`config.mk`:
```
export PLATFORM = sky130hd
export DESIGN_NAME = pipe_regfile
export DESIGN_NICKNAME = d
export VERILOG_FILES = /design/src/rtl/pipe_rf_pkg.sv /design/src/rtl/rf_scoreboard.sv /design/src/rtl/pipe_regfile.sv
export SDC_FILE = /design/constraint.sdc
export NUM_CORES = 2
export LEC_CHECK = 0
export ABC_AREA = 1
export ABC_CLOCK_PERIOD_IN_PS = 5300
export BUFFER_PORTS_ARGS = -buffer_cell sky130_fd_sc_hd__buf_4
export CELL_PAD_IN_SITES_DETAIL_PLACEMENT = 0
export CELL_PAD_IN_SITES_GLOBAL_PLACEMENT = 2
export CORE_MARGIN = 2
export CORE_UTILIZATION = 44
export CTS_BUF_LIST = sky130_fd_sc_hd__clkbuf_4
export CTS_CLUSTER_SIZE = 30
export DETAILED_ROUTE_END_ITERATION = 8
export PLACE_DENSITY_LB_ADDON = 0.1
export SETUP_SLACK_MARGIN = 0.5
export SYNTH_ARGS = -nofsm -noshare
export SYNTH_HDL_FRONTEND = slang
export SYNTH_SLANG_ARGS = --single-unit
```
`constraint.sdc`:
```
create_clock -name i_clk -period 5.3 [get_ports i_clk]
set_input_delay 0.265 -clock i_clk [delete_from_list [all_inputs] [get_ports i_clk]]
set_output_delay 0.265 -clock i_clk [all_outputs]
set_load 0.1 [all_outputs]
```
`src/rtl/pipe_rf_pkg.sv`:
```
// rtl/pipe_rf_pkg.sv - shared defaults, constants and port-slicing helpers for the register file
package pipe_rf_pkg;

  localparam int DEF_DATA_W = 32;
  localparam int DEF_ADDR_W = 5;
  localparam int REG_ZERO   = 0;

  // LSB of read port k inside the packed rd_addr bus.
  function automatic int rd_addr_lsb(input int port, input int addr_w);
    return port * addr_w;
  endfunction

  // LSB of read port k inside the packed rd_data bus.
  function automatic int rd_data_lsb(input int port, input int data_w);
    return port * data_w;
  endfunction

endpackage

```
`src/rtl/rf_scoreboard.sv`:
```
// rtl/rf_scoreboard.sv - per-register busy bits with reserve, clear, flush and stall logic
//
// Ports:
//   i_clk, i_reset     clock, synchronous active-high reset
//   i_flush            clear every busy bit at the edge
//   i_wr_en/i_wr_addr  writeback: clears the destination busy bit
//   i_rsv_en/addr      decode: reserve a destination
//   o_busy             busy bit vector, one per register
//   o_rsv_stall        reservation refused this cycle (combinational)
module rf_scoreboard
  import pipe_rf_pkg::*;
#(
  parameter int ADDR_W   = DEF_ADDR_W,
  parameter int ZERO_REG = 1
) (
  input  logic                   i_clk,
  input  logic                   i_reset,
  input  logic                   i_flush,
  input  logic                   i_wr_en,
  input  logic [ADDR_W-1:0]      i_wr_addr,
  input  logic                   i_rsv_en,
  input  logic [ADDR_W-1:0]      i_rsv_addr,
  output logic [(1<<ADDR_W)-1:0] o_busy,
  output logic                   o_rsv_stall
);

  localparam int DEPTH = 1 << ADDR_W;

  logic [DEPTH-1:0] r_busy;
  logic [DEPTH-1:0] w_busy_nxt;
  logic             w_wr_ok;
  logic             w_rsv_ok;
  logic             w_wr_frees_rsv;

  // Register 0 is not a real destination when hard-wired: writes and
  // reservations to it are silently dropped.
  assign w_wr_ok  = i_wr_en  && !((ZERO_REG != 0) && (i_wr_addr  == ADDR_W'(REG_ZERO)));
  assign w_rsv_ok = i_rsv_en && !((ZERO_REG != 0) && (i_rsv_addr == ADDR_W'(REG_ZERO)));

  // A producer retiring this cycle hands its register straight to the new one.
  assign w_wr_frees_rsv = w_wr_ok && (i_wr_addr == i_rsv_addr);

  assign o_rsv_stall = !i_reset && !i_flush && w_rsv_ok &&
                       r_busy[i_rsv_addr] && !w_wr_frees_rsv;

  // Set is applied after clear so a same-cycle write+reserve ends busy.
  always_comb begin
    w_busy_nxt = r_busy;
    if (w_wr_ok) begin
      w_busy_nxt[i_wr_addr] = 1'b0;
    end
    if (w_rsv_ok && !o_rsv_stall) begin
      w_busy_nxt[i_rsv_addr] = 1'b1;
    end
  end

  always_ff @(posedge i_clk) begin
    if (i_reset || i_flush) begin
      r_busy <= '0;
    end else begin
      r_busy <= w_busy_nxt;
    end
  end

  assign o_busy = r_busy;

endmodule

```
`src/rtl/pipe_regfile.sv`:
```
// rtl/pipe_regfile.sv - multi-read-port register file with bypass, zero register and busy scoreboard
//
// Ports:
//   i_clk, i_reset        clock, synchronous active-high reset
//   i_wr_en/addr/data     writeback port
//   i_rd_addr             NUM_RD packed read addresses
//   o_rd_data             NUM_RD packed read data (combinational)
//   o_rd_busy             per-port outstanding-reservation flag
//   i_rsv_en/i_rsv_addr   decode destination reservation
//   o_rsv_stall           reservation refused this cycle
//   i_flush               clear all reservations
module pipe_regfile
  import pipe_rf_pkg::*;
#(
  parameter int DATA_W   = DEF_DATA_W,
  parameter int ADDR_W   = DEF_ADDR_W,
  parameter int NUM_RD   = 2,
  parameter int ZERO_REG = 1,
  parameter int BYPASS   = 1
) (
  input  logic                       i_clk,
  input  logic                       i_reset,
  input  logic                       i_wr_en,
  input  logic [ADDR_W-1:0]          i_wr_addr,
  input  logic [DATA_W-1:0]          i_wr_data,
  input  logic [NUM_RD*ADDR_W-1:0]   i_rd_addr,
  output logic [NUM_RD*DATA_W-1:0]   o_rd_data,
  output logic [NUM_RD-1:0]          o_rd_busy,
  input  logic                       i_rsv_en,
  input  logic [ADDR_W-1:0]          i_rsv_addr,
  output logic                       o_rsv_stall,
  input  logic                       i_flush
);

  localparam int DEPTH = 1 << ADDR_W;

  logic [DATA_W-1:0] r_mem [DEPTH];
  logic [DEPTH-1:0]  w_busy;
  logic              w_wr_ok;
  logic [ADDR_W-1:0] w_addr;

  assign w_wr_ok = i_wr_en && !((ZERO_REG != 0) && (i_wr_addr == ADDR_W'(REG_ZERO)));

  // Flush only affects reservations; a writeback in the flush cycle still lands.
  always_ff @(posedge i_clk) begin
    if (i_reset) begin
      for (int i = 0; i < DEPTH; i++) begin
        r_mem[i] <= '0;
      end
    end else if (w_wr_ok) begin
      r_mem[i_wr_addr] <= i_wr_data;
    end
  end

  rf_scoreboard #(
    .ADDR_W   (ADDR_W),
    .ZERO_REG (ZERO_REG)
  ) u_scoreboard (
    .i_clk       (i_clk),
    .i_reset     (i_reset),
    .i_flush     (i_flush),
    .i_wr_en     (i_wr_en),
    .i_wr_addr   (i_wr_addr),
    .i_rsv_en    (i_rsv_en),
    .i_rsv_addr  (i_rsv_addr),
    .o_busy      (w_busy),
    .o_rsv_stall (o_rsv_stall)
  );

  // A forwarded value comes from the producer that is retiring right now,
  // so the reader sees it as not busy even if a reservation is still stored.
  always_comb begin
    o_rd_data = '0;
    o_rd_busy = '0;
    w_addr    = '0;
    for (int k = 0; k < NUM_RD; k++) begin
      w_addr = i_rd_addr[rd_addr_lsb(k, ADDR_W) +: ADDR_W];
      if ((ZERO_REG != 0) && (w_addr == ADDR_W'(REG_ZERO))) begin
        o_rd_data[rd_data_lsb(k, DATA_W) +: DATA_W] = '0;
        o_rd_busy[k] = 1'b0;
      end else if ((BYPASS != 0) && w_wr_ok && (i_wr_addr == w_addr)) begin
        o_rd_data[rd_data_lsb(k, DATA_W) +: DATA_W] = i_wr_data;
        o_rd_busy[k] = 1'b0;
      end else begin
        o_rd_data[rd_data_lsb(k, DATA_W) +: DATA_W] = r_mem[w_addr];
        o_rd_busy[k] = w_busy[w_addr];
      end
    end
  end

endmodule

```
==> flow_summary.yaml <==
outcome:
  status: "completed"
synthesis:
  synthFlopType: "edfxtp_1"
  synth.avg_cell_area_sq_um: 8.50
  synthCells: 6957
  synth_cell_types: 34
  seq_area_frac_synth_pct: 53.1
  netlist_area_sq_um: 59200
  synth_warnings: 0
  synth_seq_cells: 1056
  synth_edf_count: 1024
  postSynth.asyncResetShare_pct: 0
place:
  io_buffers: 123
  dp_hpwl_um: 144000
  post-place-cells: 8362
  gp_congestion: 0.899
global_route:
  grtUsageTotal_pct: 35.9
  grt_max_degree: 202
  antenna_found_initial: 7
  grt_pass1_vias: 50595
  grt_pass1_wl_um: 355000
  grt_overflow_total: 0
finish:
  nets: 7053
  layout-drive-gt1-share_pct: 12.9
  instances_no_fill: 8985
  area_growth_pct: 11.0
  fill_cells: 13026
  seqCellArea_sq_um: 31400
  multiInputGateArea_sq_um: 22700
cts:
  cts_tree: "yes"
  cts_buffers: 319
  clock_sinks: 1056
  clk_pin_slew_worst_paths_ns: 0.06
  cts_root_buf: "clkbuf_4"
  cts_buffer_depth: 4
  cts-resized-gates: 0
  insertion_delay_ns: 1.28
  htreeDepth: 5
drt:
  wl_um: 251000
  drtIter0Drc: 7455
  routed_via_density: 6.04
  dr.pass1.iters: 8
  highest_layer: "met5"
  drc: 0
  wl_met3_um: 25900
  wl_met2_um: 113000
  wire_per_inst_um: 28.0
  wl_met1_um: 101000
  vias: 54306
  drtAntennaViolNets: 0
sta:
  fin_crit_sh_pct: 82.3
  period_minus_slack_ns: 4.36
  drv_slew: 0
  grt_setup_unrepaired: "no"
  setup_viol: 0
  max_freq_mhz: 229
  tns_ns: 0
  tightest_slew_ns: 1.23
  hold_viol: 0
  finalClockSkew_ns: 0.0681
  max_slew_margin_pct: 17.5
floorplanning:
  num_rows: 134
  ioPinCount: 124
  coreArea_sq_um: 133000
  die_w_um: 371
  dieArea_sq_um: 137000
  initial_core_util_pct: 44.3
  die_h_um: 371
pwr:
  power_uw: 21100
  vdd_drop_max_v: 0.000254
  p_leak_uw: 0.0255
  power_density_nw_per_um2: 322
critical_path:
  cp.required_ns: 5.04
  start_kind: "input port"
  path_class: "in2out"
  ff2ff_path_depth: 13
  rrSetupSlack_ns: 2.48
  crit_path_max_incr_delay_ns: 0.77
  critPathArrivalTime_ns: 4.10
  worstPathCellList: "dlygate4sd3_1 > buf_4 > inv_2 > nand2_2 > o21ai_4 > dlygate4sd3_1 > inv_4 > a21oi_4 > buf_12 > nand3_1 > nand2_1 > buf_4"
  cp_max_fo: 20
  crit_path_top_delay_cell: "dlygate4sd3_1"
  r2r_end: "u_scoreboard.o_busy[27]$_SDFF_PP0_"
  crit_path_end_kind: "output pin"
  regToRegStartpoint: "u_scoreboard.o_busy[15]$_SDFF_PP0_"
min_path:
  hold_path_end: "r_mem[20][21]$_SDFFCE_PN0P_"
  holdPathStages: 4
  min_from: "i_wr_data[21]"
  hold_class: "in2reg"
flow_run:
  maxCapViolCount: 0
-- worst max-delay path: cells and delay by family --
kind / cells / cell delay, ns
simple gates: 3 / 0.57
compound gates: 2 / 0.90
buf+inv: 7 / 2.33
-- placed cells by master, fill, tap and decap left out, types with 3 or more instances in the layout --
cell type and count:
a21oi_1 506, a21oi_2 30, buf_12 23, buf_4 257
buf_8 4, clkbuf_4 481, clkinv_1 51, conb_1 32
dfxtp_1 32, diode_2 6, dlygate4sd3_1 81, edfxtp_1 1024
inv_1 574, inv_2 22, inv_4 4, nand2_1 765
nand2_2 58, nand3_1 923, nand3_2 36, nand4_1 3
nor2_1 1122, nor3_1 11, o211ai_1 520, o21ai_0 605
o21ai_1 22, xnor2_1 6, xor2_1 4
-- cells by family after synthesis --
group | Yosys count | synth area share (%)
buffers and inverters | 1279 | 9.11
and+or+nand+nor | 2924 | 21.0
DFF | 1056 | 53.1
other | 1 | 0.00634
AOI/OAI and AO/OA | 1687 | 16.7
xor gates and xnor gates | 10 | 0.148
-- cell type report --
class	instances	area share (%)
inverter	599	3.45
clock inverter	55	0.354
antenna	6	0.0229
timing repair buffer	367	5.00
clock buffer	481	5.50
sequential	1056	47.8
multi-input combinational	4653	34.5
tap	1768	3.37
-- state kept, by name, indices dropped and copies added (netlist names) --
name                 count
r_mem                 1024
u_scoreboard.o_busy     32
-- synth_stat cells, types with 3 or more instances --
master / count / area [sq um]
nor3_1: 11 / 55.1
clkbuf_1: 283 / 1060
nand2_1: 821 / 3080
nand3_1: 929 / 4650
buf_6: 9 / 101
edfxtp_1: 1024 / 30700
dfxtp_1: 32 / 641
xnor2_1: 6 / 52.6
nand4_1: 3 / 18.8
o211ai_1: 520 / 3900
buf_2: 308 / 1540
inv_2: 12 / 45.0
buf_4: 29 / 218
nand3_2: 30 / 300
o21ai_0: 605 / 3030
a21oi_1: 506 / 2530
inv_1: 584 / 2190
xor2_1: 4 / 35.0
a21oi_2: 31 / 272
buf_1: 48 / 180
nor2_1: 1122 / 4210
o21ai_1: 22 / 110
-- routing by layer --
layer	vias to the layer above	track usage (%)
met3	496	7.13
met5	-	0
met1	26279	48.8
met2	3253	55.4
met4	2	16.6
li1	24276	-
-- worst max-delay path by stage --
stage | from | to | slack, ns
after floorplan | i_wr_addr[1] | o_rd_data[38] | 1.90
after global placement | i_rd_addr[1] | o_rd_data[16] | 1.76
after detailed placement | i_rd_addr[1] | o_rd_data[10] | 1.79
after CTS | i_wr_addr[1] | o_rd_data[11] | 1.06
after global routing | i_wr_addr[1] | o_rd_data[11] | 0.94
final | i_wr_addr[1] | o_rd_data[11] | 0.94
-- power by group --
group | total (uW) | leakage [uW] | switching (uW) | internal [uW]
clock network | 7850 | 0.00233 | 3710 | 4140
logic | 3500 | 0.0131 | 2700 | 796
registers | 9780 | 0.0100 | 175 | 9610
total | 21100 | 0.0255 | 6580 | 14500
-- through the flow --
step / cell area [sq um] / util (%) / hold WS [ns] / setup WS [ns]
floorplan: 59300 / - / 0.428 / 1.90
global route: 65700 / 49.2 / 0.107 / 0.939
CTS: 65700 / 49.2 / 0.0119 / 1.06
finish: 65700 / 49.2 / 0.169 / 0.939
detailed placement: 61000 / 45.7 / 0.450 / 1.79
global placement: 61000 / 45.7 / 0.447 / 1.76
-- repair_timing --
item                                   4_1_cts  5_1_grt
setup buffers                                0        0
endpoints found under the hold margin     1090        0
hold buffers                                81        0
(Power assumes the default switching activity.)
